$ cat src/rtl/mem_access_unit.sv
// MEM-stage data-memory access unit: issues req/ack loads and stores, stalls the pipeline while busy.
// Define MEM_ACCESS_BYTE_EN to enable sign-extended byte loads and lane-replicated byte stores.
module mem_access_unit #(
    parameter int unsigned TIMEOUT = 255
) (
    input  logic        clk_i,
    input  logic        rst_i,
    input  logic        valid_i,
    input  logic [1:0]  WB_i,
    input  logic [1:0]  M_i,
    input  logic        byte_i,
    input  logic [31:0] ALUResult_i,
    input  logic [31:0] WriteData_i,
    input  logic [4:0]  RegDst_i,
    output logic        dmem_req_o,
    output logic        dmem_we_o,
    output logic [31:0] dmem_addr_o,
    output logic [31:0] dmem_wdata_o,
    output logic [3:0]  dmem_be_o,
    input  logic        dmem_ack_i,
    input  logic [31:0] dmem_rdata_i,
    output logic        stall_o,
    output logic        err_o,
    output logic [1:0]  WB_o,
    output logic [31:0] ReadData_o,
    output logic [31:0] immed_o,
    output logic [4:0]  mux3_o,
    output logic [1:0]  dbg_state_o
);

`ifdef MEM_ACCESS_BYTE_EN
    localparam logic BYTE_EN = 1'b1;
`else
    localparam logic BYTE_EN = 1'b0;
`endif

    localparam logic [15:0] TMO_LAST = 16'(TIMEOUT - 1);

    typedef enum logic [1:0] {
        ST_IDLE = 2'd0,
        ST_WAIT = 2'd1,
        ST_DONE = 2'd2
    } state_t;

    state_t      state_q, state_d;
    logic [15:0] cnt_q, cnt_d;
    logic [31:0] addr_q, addr_d;
    logic [31:0] wdata_q, wdata_d;
    logic [31:0] rdata_q, rdata_d;
    logic [3:0]  be_q, be_d;
    logic [1:0]  lane_q, lane_d;
    logic        we_q, we_d;
    logic        byte_q, byte_d;
    logic        err_q, err_d;

    logic        access;
    logic        req_we;
    logic        req_byte;
    logic [7:0]  lane_byte;

    assign access   = valid_i & (M_i[0] | M_i[1]);
    // MemRead takes priority when both control bits are set.
    assign req_we   = M_i[0] & ~M_i[1];
    assign req_byte = BYTE_EN & byte_i;

    always_comb begin
        lane_byte = dmem_rdata_i[7:0];
        case (lane_q)
            2'd1:    lane_byte = dmem_rdata_i[15:8];
            2'd2:    lane_byte = dmem_rdata_i[23:16];
            2'd3:    lane_byte = dmem_rdata_i[31:24];
            default: lane_byte = dmem_rdata_i[7:0];
        endcase
    end

    // Handshake: dmem_req_o stays high with address/data/we/be frozen for the whole
    // WAIT state; the memory completes with a single-cycle dmem_ack_i (rdata valid
    // in that cycle). Acks seen in any other state are ignored.
    always_comb begin
        state_d = state_q;
        cnt_d   = cnt_q;
        addr_d  = addr_q;
        wdata_d = wdata_q;
        rdata_d = rdata_q;
        be_d    = be_q;
        lane_d  = lane_q;
        we_d    = we_q;
        byte_d  = byte_q;
        err_d   = err_q;
        case (state_q)
            ST_IDLE: begin
                if (access) begin
                    addr_d  = {ALUResult_i[31:2], 2'b00};
                    we_d    = req_we;
                    byte_d  = req_byte;
                    lane_d  = ALUResult_i[1:0];
                    be_d    = req_byte ? (4'b0001 << ALUResult_i[1:0]) : 4'hF;
                    wdata_d = req_byte ? {4{WriteData_i[7:0]}} : WriteData_i;
                    cnt_d   = 16'd0;
                    state_d = ST_WAIT;
                end
            end
            ST_WAIT: begin
                if (dmem_ack_i) begin
                    if (!we_q) begin
                        rdata_d = byte_q ? {{24{lane_byte[7]}}, lane_byte} : dmem_rdata_i;
                    end
                    state_d = ST_DONE;
                end else if (cnt_q == TMO_LAST) begin
                    err_d   = 1'b1;
                    rdata_d = 32'd0;
                    state_d = ST_DONE;
                end else begin
                    cnt_d = cnt_q + 16'd1;
                end
            end
            ST_DONE: state_d = ST_IDLE;
            default: state_d = ST_IDLE;
        endcase
    end

    always_ff @(posedge clk_i or posedge rst_i) begin
        if (rst_i) begin
            state_q <= ST_IDLE;
            cnt_q   <= 16'd0;
            addr_q  <= 32'd0;
            wdata_q <= 32'd0;
            rdata_q <= 32'd0;
            be_q    <= 4'd0;
            lane_q  <= 2'd0;
            we_q    <= 1'b0;
            byte_q  <= 1'b0;
            err_q   <= 1'b0;
        end else begin
            state_q <= state_d;
            cnt_q   <= cnt_d;
            addr_q  <= addr_d;
            wdata_q <= wdata_d;
            rdata_q <= rdata_d;
            be_q    <= be_d;
            lane_q  <= lane_d;
            we_q    <= we_d;
            byte_q  <= byte_d;
            err_q   <= err_d;
        end
    end

    // Reset gates the stall so an aborted access releases the pipeline immediately.
    assign stall_o      = ~rst_i & (((state_q == ST_IDLE) & access) | (state_q == ST_WAIT));
    assign WB_o         = stall_o ? 2'b00 : WB_i;
    assign dmem_req_o   = (state_q == ST_WAIT);
    assign dmem_we_o    = we_q;
    assign dmem_addr_o  = addr_q;
    assign dmem_wdata_o = wdata_q;
    assign dmem_be_o    = be_q;
    assign ReadData_o   = rdata_q;
    assign err_o        = err_q;
    assign immed_o      = ALUResult_i;
    assign mux3_o       = RegDst_i;
    assign dbg_state_o  = state_q;

endmodule

$ cat config.mk
export PLATFORM = sky130hd
export DESIGN_NAME = mem_access_unit
export DESIGN_NICKNAME = d
export VERILOG_FILES = /design/src/rtl/mem_access_unit.sv
export SDC_FILE = /design/constraint.sdc
export NUM_CORES = 1
export LEC_CHECK = 0
export CAP_MARGIN = 20
export CORE_ASPECT_RATIO = 0.9
export CORE_MARGIN = 10
export CORE_UTILIZATION = 63
export CTS_BUF_LIST = sky130_fd_sc_hd__clkbuf_16
export CTS_CLUSTER_DIAMETER = 80
export CTS_CLUSTER_SIZE = 20
export DETAILED_ROUTE_END_ITERATION = 12
export DONT_BUFFER_PORTS = 1
export HOLD_SLACK_MARGIN = 0.02
export PLACE_DENSITY = 0.9
export SYNTH_ARGS = -nofsm -noshare
export SYNTH_HDL_FRONTEND = slang
export SYNTH_SLANG_ARGS = --single-unit
$ cat constraint.sdc
create_clock -name clk_i -period 4.3 [get_ports clk_i]
set_input_delay 0.215 -clock clk_i [delete_from_list [all_inputs] [get_ports clk_i]]
set_output_delay 0.215 -clock clk_i [all_outputs]
set_load 0.02 [all_outputs]
==> metrics.txt <==
status completed; Peak VDD IR 0.359 mV; Root Buffer Master clkbuf_16; Crit Path Max Fanout 32; Fillers 377; routability cong. 0.836; ranking of synthesized cells by area dfrtp_1, nand2_1, buf_4; Clock Pin Slew Worst Setup and Hold Paths 0.05 ns; initial antenna violation count 8; setup bufs post-CTS 0; Synth cell types 49; startpoint types flip-flop; H-tree depth 4; initial core utilization 65.4%; total routed wirelength 17100 um; Clk pwr share 31.3%; post-DR wirelength/cell 25.1 um; # setup viols final 0; Post-synth EDFFs 0; CTS sink cnt 115; worst-skew pair later-pin latency 0.41 ns; combinational power share 15.8%; Placed Cells 544; Worst EP arrival 2.80 ns; die area 11900 um^2; total of max-cap violations 0; sequential power share 52.8%; internal power 2.53 mW; synthesized area 4980 um^2; final clock skew 0.0174 ns; Syn-to-layout area delta 27.1%; CORE AREA 7620 um^2; max-slew violation count 0; Iteration-0 DRC Markers 453; # rows 30; slew margin rel. 43.9%; vias in the first global route 4416; RSZ-0062 raised after global routing false; count of input and output buffers 0; syn avg cell area 9.81 um^2; crit end category flip-flop; DRT Pass-1 Iters 6; Die Y-Extent 104 um; routed vias 4173; Worst Path Required 4.60 ns; clk buf depth 2; Residual DRC 0; Synth top cells by count nand2_1, dfrtp_1, buf_4; fin crit period 2.50 ns; vias per std cell 6.12; Synth top area share 57.7%; Synth Register Bits 115; Power Density 668 nW/um^2; Syn. warnings 0; final setup TNS 0 ns; Post-Synthesis Cells 508; first-pass GRT wire length 26100 um; final period utilization 58.2%; Fin. Hold Viols 0; Overflow after GRT 0; largest net degree at the start of global routing 71; crit path kind flip-flop to flip-flop; area leader, netlist dfrtp_1; switching portion of total power 40.4%; Leak 3.09 nW; Ports 255; Max Fclk 400 MHz; main flop type after synthesis dfrtp_1; Layout Cells excl Fill 682; DIE WIDTH 114 um; Final nets 678; post-synthesis sequential area ratio 57.7%; remaining antenna violation count 0; most frequent cell after synthesis nand2_1; CTS tree done; ys async rst share 100%; DP HPWL 9870 um; worst hold path class input pin to flip-flop; layout cells sized above 1 9.00%; worst slew pin tran 0.842 ns; Total GRT Usage 27.9%; Num CTS Buffers 17; P_sw 1.71 mW
-- what timing repair did --
item,in CTS,in global routing
resized for setup,0,0
hold endpoints to repair,165,0
hold buffers,98,0
-- worst max-delay path, cell delays in order, from the launching register on --
cell      delay, ns
dfrtp_1        0.48
nor3b_1        0.57
o21a_2         0.67
a21oi_4        0.21
nand3b_1       0.25
o31ai_1        0.21
-- layout by cell type, fill, tap and decap left out, drive strengths merged, types with 2 or more instances in the layout --
cell type / synthesis / final
a21oi: 7 / 7
a22o: 32 / 32
a31oi: 2 / 2
and2: 3 / 3
and3: 3 / 3
and4: 2 / 2
buf: 55 / 5
clkbuf: 10 / 17
clkinv: 0 / 5
clkinvlp: 0 / 4
conb: 1 / 2
dfrtp: 115 / 115
diode: 0 / 8
dlygate4sd3: 0 / 98
ha: 2 / 2
inv: 7 / 11
nand2: 198 / 198
nand2b: 3 / 3
nand3: 6 / 6
nand4: 5 / 5
nor2: 9 / 9
nor3: 4 / 4
nor3b: 2 / 2
nor4: 2 / 2
o21a: 3 / 3
o21ai: 18 / 18
o31ai: 5 / 5
or3: 2 / 2
-- power groups by stage --
stage          registers (mW)  logic (mW)  clock network, mW
2_1_floorplan            2.08       0.489                  0
3_3_place_gp             2.20       0.487                  0
3_5_place_dp             2.21       0.538                  0
4_1_cts                  2.21       0.615               1.31
5_1_grt                  2.27       0.739               1.39
6_report                 2.24       0.671               1.33
-- sequential cells by signal, summed over array words and instances (netlist names) --
name	cells
ReadData_o	32
dmem_wdata_o	32
dmem_addr_o	30
cnt_q	16
dbg_state_o	2
dmem_be_o	1
dmem_we_o	1
err_o	1
-- stage by stage --
| stage | hold slack (ns) | setup slack (ns) | instance area, um^2 | util (%) | total power, mW |
|---|---|---|---|---|---|
| 6_report | 0.0442 | 1.80 | 6340 | 83.2 | 4.23 |
| 5_1_grt | 0.0348 | 1.58 | 6340 | 83.2 | 4.40 |
| 4_1_cts | 0.0323 | 1.76 | 6290 | 82.5 | 4.14 |
| 3_5_place_dp | 0.299 | 1.78 | 4750 | 62.3 | 2.75 |
| 3_3_place_gp | 0.284 | 1.88 | 4740 | 62.2 | 2.69 |
| 2_1_floorplan | 0.301 | 1.04 | 4990 | - | 2.57 |
-- path summary, 6_finish.rpt --
kind	startpoint	end	slack [ns]	cells after the start
setup / recovery	dbg_state_o[0]$_DFFE_PP0P_	cnt_q[6]$_DFFE_PP0P_	1.80	5
max in group asynchronous	rst_i	cnt_q[11]$_DFFE_PP0P_	2.70	3
hold reg to reg	cnt_q[14]$_DFFE_PP0P_	cnt_q[14]$_DFFE_PP0P_	0.52	1
min in group asynchronous	rst_i	dbg_state_o[1]$_DFFE_PP0P_	0.47	2
hold / removal	dmem_ack_i	err_o$_DFFE_PP0P_	0.04	2
setup reg to reg	dbg_state_o[0]$_DFFE_PP0P_	cnt_q[6]$_DFFE_PP0P_	1.80	5
-- per-layer routing --
metal	track usage, %	part of all wire (%)
met2	46.7	52
met1	29.5	33
met3	11.1	11
met5	0	0
met4	14.3	3.6
-- cells by family after synthesis --
group,Yosys count,share of synthesized area [%]
AND/OR/NAND/NOR,243,21.6
other,1,0.0752
adder cells (fa/ha/maj),2,0.502
XOR/XNOR,1,0.176
AO/OA/AOI/OAI,73,10.9
flip-flops,115,57.7
multiplexers,1,0.201
buffers and inverters,72,8.81
-- area by class of cell --
type,instances,area [um^2],area share [%]
Antenna cell,8,20.0,0.316
Clock buffer,17,425,6.71
Clock inverter,14,131,2.07
Inverter,7,28.8,0.454
Multi-Input combinational cell,322,1690,26.6
Sequential cell,115,2880,45.4
Tap cell,96,120,1.90
Timing Repair Buffer,103,1050,16.5
Note: power is estimated with default switching activity, not from simulation.
